### src/rtl/xor_pkg.sv
// -----------------------------------------------------------------------------
// xor_pkg
//   Shared definitions for the xor_4bits datapath family.
//   - DATA_W      : width of the XOR datapath words and of the checksum
//   - chk_state_t : control states of the framed checksum unit
// -----------------------------------------------------------------------------
package xor_pkg;

    localparam int DATA_W = 4;

    typedef enum logic [1:0] {
        IDLE  = 2'd0,
        ACCUM = 2'd1,
        DONE  = 2'd2
    } chk_state_t;

endpackage : xor_pkg

### src/rtl/xor_checksum_4bits.sv
// -----------------------------------------------------------------------------
// xor_checksum_4bits
//   Folds a frame of FRAME_LEN words into a running XOR checksum using a
//   valid/ready input handshake, then presents the checksum with a held
//   valid/ready output handshake until the consumer takes it.
//
// Ports
//   clk_i        in   clock, rising edge
//   rst_i        in   asynchronous active-high reset
//   start_i      in   begin a new frame (only honoured in IDLE)
//   valid_i      in   data_i carries a word
//   data_i       in   word folded into the checksum
//   ready_o      out  a word is accepted this cycle when valid_i is high
//   sum_o        out  frame checksum, stable while sum_valid_o is high
//   sum_valid_o  out  checksum available
//   sum_ready_i  in   consumer takes the checksum
//   busy_o       out  frame in progress (ACCUM or DONE)
//   count_o      out  words accepted in the current frame
//
// Every output comes straight from a flop, so no input reaches an output
// combinationally. The status flops are loaded from the next-state value,
// which keeps them exactly aligned with the state register.
// -----------------------------------------------------------------------------
module xor_checksum_4bits
    import xor_pkg::*;
#(
    parameter  int DATA_W    = xor_pkg::DATA_W,
    parameter  int FRAME_LEN = 8,
    localparam int CNT_W     = $clog2(FRAME_LEN + 1)
) (
    input  logic              clk_i,
    input  logic              rst_i,
    input  logic              start_i,
    input  logic              valid_i,
    input  logic [DATA_W-1:0] data_i,
    output logic              ready_o,
    output logic [DATA_W-1:0] sum_o,
    output logic              sum_valid_o,
    input  logic              sum_ready_i,
    output logic              busy_o,
    output logic [CNT_W-1:0]  count_o
);

    // Count value held before the accept that completes the frame.
    localparam logic [CNT_W-1:0] LAST_CNT = CNT_W'(FRAME_LEN - 1);
    localparam logic [CNT_W-1:0] ONE_CNT  = CNT_W'(1);

    chk_state_t          state_q,     state_d;
    logic [DATA_W-1:0]   acc_q,       acc_d;
    logic [CNT_W-1:0]    cnt_q,       cnt_d;
    logic [DATA_W-1:0]   sum_q,       sum_d;
    logic                ready_q,     ready_d;
    logic                sum_valid_q, sum_valid_d;
    logic                busy_q,      busy_d;
    logic [DATA_W-1:0]   acc_next_s;

    // Checksum value after folding in the word currently on data_i.
    always_comb begin
        acc_next_s = acc_q ^ data_i;
    end

    // Next-state, accumulator, counter and checksum update.
    always_comb begin
        state_d = state_q;
        acc_d   = acc_q;
        cnt_d   = cnt_q;
        sum_d   = sum_q;

        case (state_q)
            IDLE: begin
                // valid_i is deliberately ignored here, even alongside start_i.
                if (start_i) begin
                    state_d = ACCUM;
                    acc_d   = '0;
                    cnt_d   = '0;
                end else begin
                    state_d = IDLE;
                end
            end

            ACCUM: begin
                // ready is high for the whole of ACCUM, so valid_i alone
                // qualifies an accept.
                if (valid_i) begin
                    acc_d = acc_next_s;
                    cnt_d = cnt_q + ONE_CNT;
                    if (cnt_q == LAST_CNT) begin
                        sum_d   = acc_next_s;
                        state_d = DONE;
                    end else begin
                        state_d = ACCUM;
                    end
                end else begin
                    state_d = ACCUM;
                end
            end

            DONE: begin
                // count stays at FRAME_LEN until the checksum is taken;
                // sum keeps its value past DONE.
                if (sum_ready_i) begin
                    state_d = IDLE;
                    cnt_d   = '0;
                end else begin
                    state_d = DONE;
                end
            end

            default: begin
                state_d = IDLE;
                acc_d   = '0;
                cnt_d   = '0;
            end
        endcase
    end

    // Status outputs decoded from the next state so they register in step
    // with the state flop.
    always_comb begin
        ready_d     = 1'b0;
        sum_valid_d = 1'b0;
        busy_d      = 1'b0;

        case (state_d)
            IDLE: begin
                ready_d     = 1'b0;
                sum_valid_d = 1'b0;
                busy_d      = 1'b0;
            end
            ACCUM: begin
                ready_d     = 1'b1;
                sum_valid_d = 1'b0;
                busy_d      = 1'b1;
            end
            DONE: begin
                ready_d     = 1'b0;
                sum_valid_d = 1'b1;
                busy_d      = 1'b1;
            end
            default: begin
                ready_d     = 1'b0;
                sum_valid_d = 1'b0;
                busy_d      = 1'b0;
            end
        endcase
    end

    // State, datapath and output registers with asynchronous reset.
    always_ff @(posedge clk_i or posedge rst_i) begin
        if (rst_i) begin
            state_q     <= IDLE;
            acc_q       <= '0;
            cnt_q       <= '0;
            sum_q       <= '0;
            ready_q     <= 1'b0;
            sum_valid_q <= 1'b0;
            busy_q      <= 1'b0;
        end else begin
            state_q     <= state_d;
            acc_q       <= acc_d;
            cnt_q       <= cnt_d;
            sum_q       <= sum_d;
            ready_q     <= ready_d;
            sum_valid_q <= sum_valid_d;
            busy_q      <= busy_d;
        end
    end

    assign ready_o     = ready_q;
    assign sum_o       = sum_q;
    assign sum_valid_o = sum_valid_q;
    assign busy_o      = busy_q;
    assign count_o     = cnt_q;

endmodule : xor_checksum_4bits
### config.mk
export PLATFORM = sky130hd
export DESIGN_NAME = xor_checksum_4bits
export DESIGN_NICKNAME = d
export VERILOG_FILES = /design/src/rtl/xor_pkg.sv /design/src/rtl/xor_checksum_4bits.sv
export SDC_FILE = /design/constraint.sdc
export NUM_CORES = 1
export LEC_CHECK = 0
export ABC_AREA = 1
export CELL_PAD_IN_SITES_DETAIL_PLACEMENT = 0
export CELL_PAD_IN_SITES_GLOBAL_PLACEMENT = 1
export CORE_ASPECT_RATIO = 0.7
export CORE_MARGIN = 4
export CORE_UTILIZATION = 34
export CTS_CLUSTER_SIZE = 20
export DETAILED_ROUTE_END_ITERATION = 8
export PLACE_DENSITY = 0.76
export SLEW_MARGIN = 20
export SYNTH_ARGS = -nofsm -noshare
export SYNTH_HDL_FRONTEND = slang
export SYNTH_SLANG_ARGS = --single-unit
### constraint.sdc
create_clock -name clk_i -period 1.7 [get_ports clk_i]
set_input_delay 0.34 -clock clk_i [delete_from_list [all_inputs] [get_ports clk_i]]
set_output_delay 0.34 -clock clk_i [all_outputs]
set_load 0.1 [all_outputs]
==> results of run 1 <==
## per-layer routing
metal / global-route usage / routed length (um) / up-vias
met5: 0 / 0 / -
met4: 0.02027 / 0 / 0
met3: 0.05991 / 94 / 0
met2: 0.1859 / 779 / 13
met1: 0.1524 / 791 / 310
li1: - / - / 350
## cells in the mapped netlist
cell type | instances | area share
dfrtp_1 | 17 | 0.52
ha_1 | 3 | 0.046
inv_1 | 12 | 0.055
nand2_1 | 33 | 0.15
nand2_2 | 1 | 0.0077
nand3_1 | 6 | 0.037
nand3b_1 | 1 | 0.0092
nand4_1 | 1 | 0.0077
nor2_1 | 10 | 0.046
nor2_2 | 3 | 0.023
o21ai_1 | 4 | 0.025
o21ai_2 | 1 | 0.011
or2_2 | 1 | 0.0077
xnor2_1 | 5 | 0.054
## layout make-up
| cell class | count | area share |
|---|---|---|
| clock buffers | 4 | 0.02174 |
| multi-input cells | 69 | 0.2867 |
| inverters | 12 | 0.03727 |
| well taps | 32 | 0.03313 |
| flip-flops and latches | 17 | 0.3602 |
| repair buffers | 21 | 0.2609 |
## final timing paths
path / startpoint / to / slack (ps)
worst max-delay path: count_o[0] / busy_o / 170
worst min-delay path: rst_i / acc_q[3] / 350
worst max register to register: count_o[0] / busy_o / 170
worst min register to register: acc_q[0] / acc_q[0] / 510
max in group asynchronous: rst_i / count_o[1] / 1140
min in group clk_i: acc_q[0] / acc_q[0] / 510
## stage by stage
stage               hold WS (ps)  worst slack (ps)
global placement           482.6             126.7
floorplan                  266.0             12.70
detailed placement         491.4             103.9
finish                     351.2             166.1
CTS                        346.1             151.4
global route               358.7             60.17
## tightest hold or removal path: cells and delay by family
kind / cells / cell delay [ps]
buffers and inverters: 3 / 680
## sequential cells by signal, summed over array words and instances, names as in the netlist
name and cells:
acc_q 4, ready_o 1, sum_valid_o 1, sum_o 4, busy_o 1, state_q 2, count_o 4
## layout by cell type, fill, tap and decap left out
| cell | Yosys | routed |
|---|---|---|
| dfrtp_4 | 0 | 2 |
| nand4_1 | 1 | 1 |
| ha_1 | 3 | 3 |
| o21ai_1 | 4 | 4 |
| clkbuf_1 | 0 | 1 |
| clkbuf_4 | 0 | 3 |
| xnor2_1 | 5 | 5 |
| clkdlybuf4s50_1 | 0 | 8 |
| dfrtp_1 | 17 | 13 |
| nand2_2 | 1 | 1 |
| inv_1 | 12 | 12 |
| nand3_1 | 6 | 6 |
| o21ai_2 | 1 | 1 |
| buf_4 | 0 | 2 |
| nand3b_1 | 1 | 1 |
| buf_12 | 0 | 11 |
| nor2_1 | 10 | 10 |
| or2_2 | 1 | 1 |
| dfrtp_2 | 0 | 2 |
| nor2_2 | 3 | 3 |
| nand2_1 | 33 | 33 |
## cells by family (layout without fill, tap and decap cells)
logic type | count (synthesis) | in the layout
AO/OA/AOI/OAI | 5 | 5
XOR/XNOR | 5 | 5
adder cells (fa/ha/maj) | 3 | 3
buffers and inverters | 12 | 37
flip-flops | 17 | 17
AND/OR/NAND/NOR | 56 | 56
==> impl_metrics.env, run 1 <==
export IMPL_status="completed"
export IMPL_endpoint_kind="register"
export IMPL_worstSkewPairLatency_ps=280
export IMPL_synth_compound_area_frac=0.03522
export IMPL_num_vias=673
export IMPL_cts_root_buf="clkbuf_4"
export IMPL_cts_hold_buf=0
export IMPL_cp_required_ps=1890
export IMPL_cts_tree="yes"
export IMPL_n_fill_cell=214
export IMPL_routedWlPerCell_um=10.74
export IMPL_r2r_cells=7
export IMPL_coreArea_um2=2225
export IMPL_grt_pass1_wl_um=2967
export IMPL_avgSynthCellArea_um2=8.337
export IMPL_start_util=0.3673
export IMPL_synthMuxAreaShare=0
export IMPL_crit_type="reg -> reg"
export IMPL_clk_path_buf_depth=2
export IMPL_seq_area_um2=435.4
export IMPL_arrival_ps=1720
export IMPL_ys_seq_area_frac=0.5207
export IMPL_min_path_type="in -> async"
export IMPL_numCtsBuffers=3
export IMPL_ant_nets=0
export IMPL_path_clk_slew_ps=90
export IMPL_ys_warn_count=0
export IMPL_dieWidth_um=66.59
export IMPL_rsz0062_at_grt="no"
export IMPL_synthSimpleGateAreaFrac=0.2894
export IMPL_grt_max_degree=18
export IMPL_fin_setup_tns_ps=0
export IMPL_layout_nets=136
export IMPL_post_route_min_period_ps=1534
export IMPL_grt_pass1_vias=680
export IMPL_pin_count=20
export IMPL_dr_pass1_iters=4
export IMPL_postCtsSetupRepairBufs=0
export IMPL_multi_input_area_um2=346.6
export IMPL_fin_util=0.5433
export IMPL_grt_overflow=0
export IMPL_rows=14
export IMPL_htreeDepth=1
export IMPL_ys_types=14
export IMPL_timing_critical_path_buf_inv=2
export IMPL_clock_sinks=17
export IMPL_crit_fanout=6
export IMPL_syn_nets=110
export IMPL_antenna_found_initial=0
export IMPL_diodes=0
export IMPL_maxCapViolations=0
export IMPL_cp_depth=7
export IMPL_routed_wl_um=1665
export IMPL_worst_pin_slew_ps=247.2
export IMPL_instances_no_fill=155
export IMPL_cts_resized=0
export IMPL_syn2layout_area_growth_pct=47.93
export IMPL_fin_skew_ps=1.327
export IMPL_slowest_delay_ps=520
export IMPL_synth_seq_cells=17
export IMPL_drc_errors=0
export IMPL_setup_viol=0
export IMPL_synth_xor_area_frac=0.05360
export IMPL_grtUsageTotal=0.1202
export IMPL_crit_chain="ha_1 -> nand3_1 -> nor2_2 -> o21ai_2 -> inv_1 -> ha_1 -> inv_1"
export IMPL_io_buffers=19
export IMPL_period_share=0.9023
export IMPL_dpl_cell_count=151
export IMPL_cp_slowest_cell="dfrtp_4"
export IMPL_finalInstanceArea_um2=1209
export IMPL_place_area_um2=1182
export IMPL_slew_headroom=0.8340
export IMPL_vias_per_cell=4.342
export IMPL_first_iter_violations=23
export IMPL_place_hpwl_um=1331
export IMPL_critPathTopFamily="flip-flops"
export IMPL_max_freq_mhz=651.9
export IMPL_die_area_um2=3264
export IMPL_place_congestion=0.8427
export IMPL_drive_gt1_frac=0.2114
export IMPL_hold_viol=0
export IMPL_cp_start_kind="register"
export IMPL_report_final_slew_viol_count=0
export IMPL_die_h_um=49.02
export IMPL_yosys_area_share_adder=0.04594
export IMPL_synth_top_family_by_area="simple AND/OR/NAND/NOR gates"
export IMPL_synth_cells=98
export IMPL_synth_area_um2=817.0
Power of run 1 is left out: the tool's default activity adds up to more than one toggle a clock period on the data nets, which glitch-free logic cannot reach.
==> run 2, diff against run 1 <==
Settings changed: CTS_CLUSTER_SIZE 20 to 16.
==> results of run 2 <==
Final layout, timing and power as in run 1 (identical DEF).
Power of run 2 is left out for the same reason.
==> patch: new RTL, flow settings as in run 1 <==
Put one more register stage on the output `count_o`, without a reset. The value now appears one clock later. The other outputs are not delayed to match.
--- a/src/rtl/xor_checksum_4bits.sv
+++ b/src/rtl/xor_checksum_4bits.sv
@@ -170,6 +170,8 @@
     assign sum_o       = sum_q;
     assign sum_valid_o = sum_valid_q;
     assign busy_o      = busy_q;
-    assign count_o     = cnt_q;
+    always_ff @(posedge clk_i) begin
+        count_o <= cnt_q;
+    end
 
 endmodule : xor_checksum_4bits
Behaviour: not the same (a bounded check fails within 4 cycles, from zero or initial values and one cycle with rst_i high).
==> patch against run 1 <==
- synthesized area is 14% higher
- highest routed layer is now met4
- worst setup slack worse by 0.026 ns
- routed wire length is 15% higher
- design area is 13% higher
- global-route usage is 0.15 points higher
- non-clock buffer count is 3 higher
- sequential cell count is 4 higher
- critical path depth is 2 higher
- count of clock-buffer cells in the layout is 1 lower
- hold slack better by 0.0069 ns
Power is left out: the tool's default activity adds up to more than one toggle a clock period on the data nets, which glitch-free logic cannot reach.
==> patch: results (changes against run 1) <==
{| class="wikitable"
! Metric !! Value
|-
| Result of the run || finished, final reports clean (unchanged)
|-
| Met1 wire length || 934 um (was 791 um)
|-
| Netlist cell types || 19 (was 14)
|-
| Top Metal Used || met4 (was met3)
|-
| Fraction of area in clock buffers and inverters || 3.39% (was 2.17%)
|-
| Nets || 149 (was 136)
|-
| Final RePlAce weighted congestion || 0.850 (was 0.843)
|-
| Footprint of the flip-flops and latches || 505 sq um (was 435 sq um)
|-
| Grt met3 use || 4.63% (was 5.99%)
|-
| Number of non-clock buffers in the layout || 24 (was 21)
|-
| Non-CTS inverters || 15 (was 12)
|-
| Top area cells in the synthesized netlist || sky130_fd_sc_hd__dfrtp_1 (46%), sky130_fd_sc_hd__nand2_1 (17%), sky130_fd_sc_hd__dfxtp_1 (8.6%) (was sky130_fd_sc_hd__dfrtp_1 (52%), sky130_fd_sc_hd__nand2_1 (15%), sky130_fd_sc_hd__inv_1 (5.5%))
|-
| Setup slack, reg-to-reg || 0.14 ns (was 0.17 ns)
|-
| Number of nets in the synthesized netlist || 120 (was 110)
|-
| Sequential area share after synthesis || 54.1% (was 52.1%)
|-
| Vias in the first global route || 762 (was 680)
|-
| Ranking of synthesized cells by instance count || sky130_fd_sc_hd__nand2_1 (42), sky130_fd_sc_hd__dfrtp_1 (17), sky130_fd_sc_hd__inv_1 (14), sky130_fd_sc_hd__nor2_1 (6), sky130_fd_sc_hd__nand3_1 (5) (was sky130_fd_sc_hd__nand2_1 (33), sky130_fd_sc_hd__dfrtp_1 (17), sky130_fd_sc_hd__inv_1 (12), sky130_fd_sc_hd__nor2_1 (10), sky130_fd_sc_hd__nand3_1 (6))
|-
| Fraction of area in multi-input gates || 27.5% (was 28.7%)
|-
| Met1 usage in global routing || 15.7% (was 15.2%)
|-
| Fraction of synthesis flops using an asynchronous set or reset pin || 81.0% (was 100%)
|-
| CTS root buffer || sky130_fd_sc_hd__clkbuf_8 (was sky130_fd_sc_hd__clkbuf_4)
|-
| Critical path fanouts, max || 5 (was 6)
|-
| Worst slack at placement || 0.0111 ns (was 0.104 ns)
|-
| Fraction of final layout cells sized beyond drive strength 1 || 22.1% (was 21.1%)
|-
| Taps Inserted || 34 (was 32)
|-
| Routed wire length per instance || 11.2 um (was 10.7 um)
|-
| Multi-input gates || 72 (was 69)
|}
## patch: cell types whose count changed after synthesis, sizes merged
cell	before	now
nand3b	1	0
clkinv	0	1
inv	12	14
o21ai	5	1
xnor2	5	1
dfxtp	0	4
or2	1	0
nor3	0	2
nand2	34	44
nor2	13	11
xor2	0	3
## patch: critical path, cell delays in order (launching register included)
cell	delay [ns]
sky130_fd_sc_hd__dfrtp_1	0.41
sky130_fd_sc_hd__ha_1	0.22
sky130_fd_sc_hd__nand2_2	0.09
sky130_fd_sc_hd__clkinv_1	0.09
sky130_fd_sc_hd__nand3_2	0.09
sky130_fd_sc_hd__nor2_4	0.05
sky130_fd_sc_hd__nor2_2	0.12
sky130_fd_sc_hd__inv_1	0.07
sky130_fd_sc_hd__ha_1	0.27
sky130_fd_sc_hd__inv_1	0.04
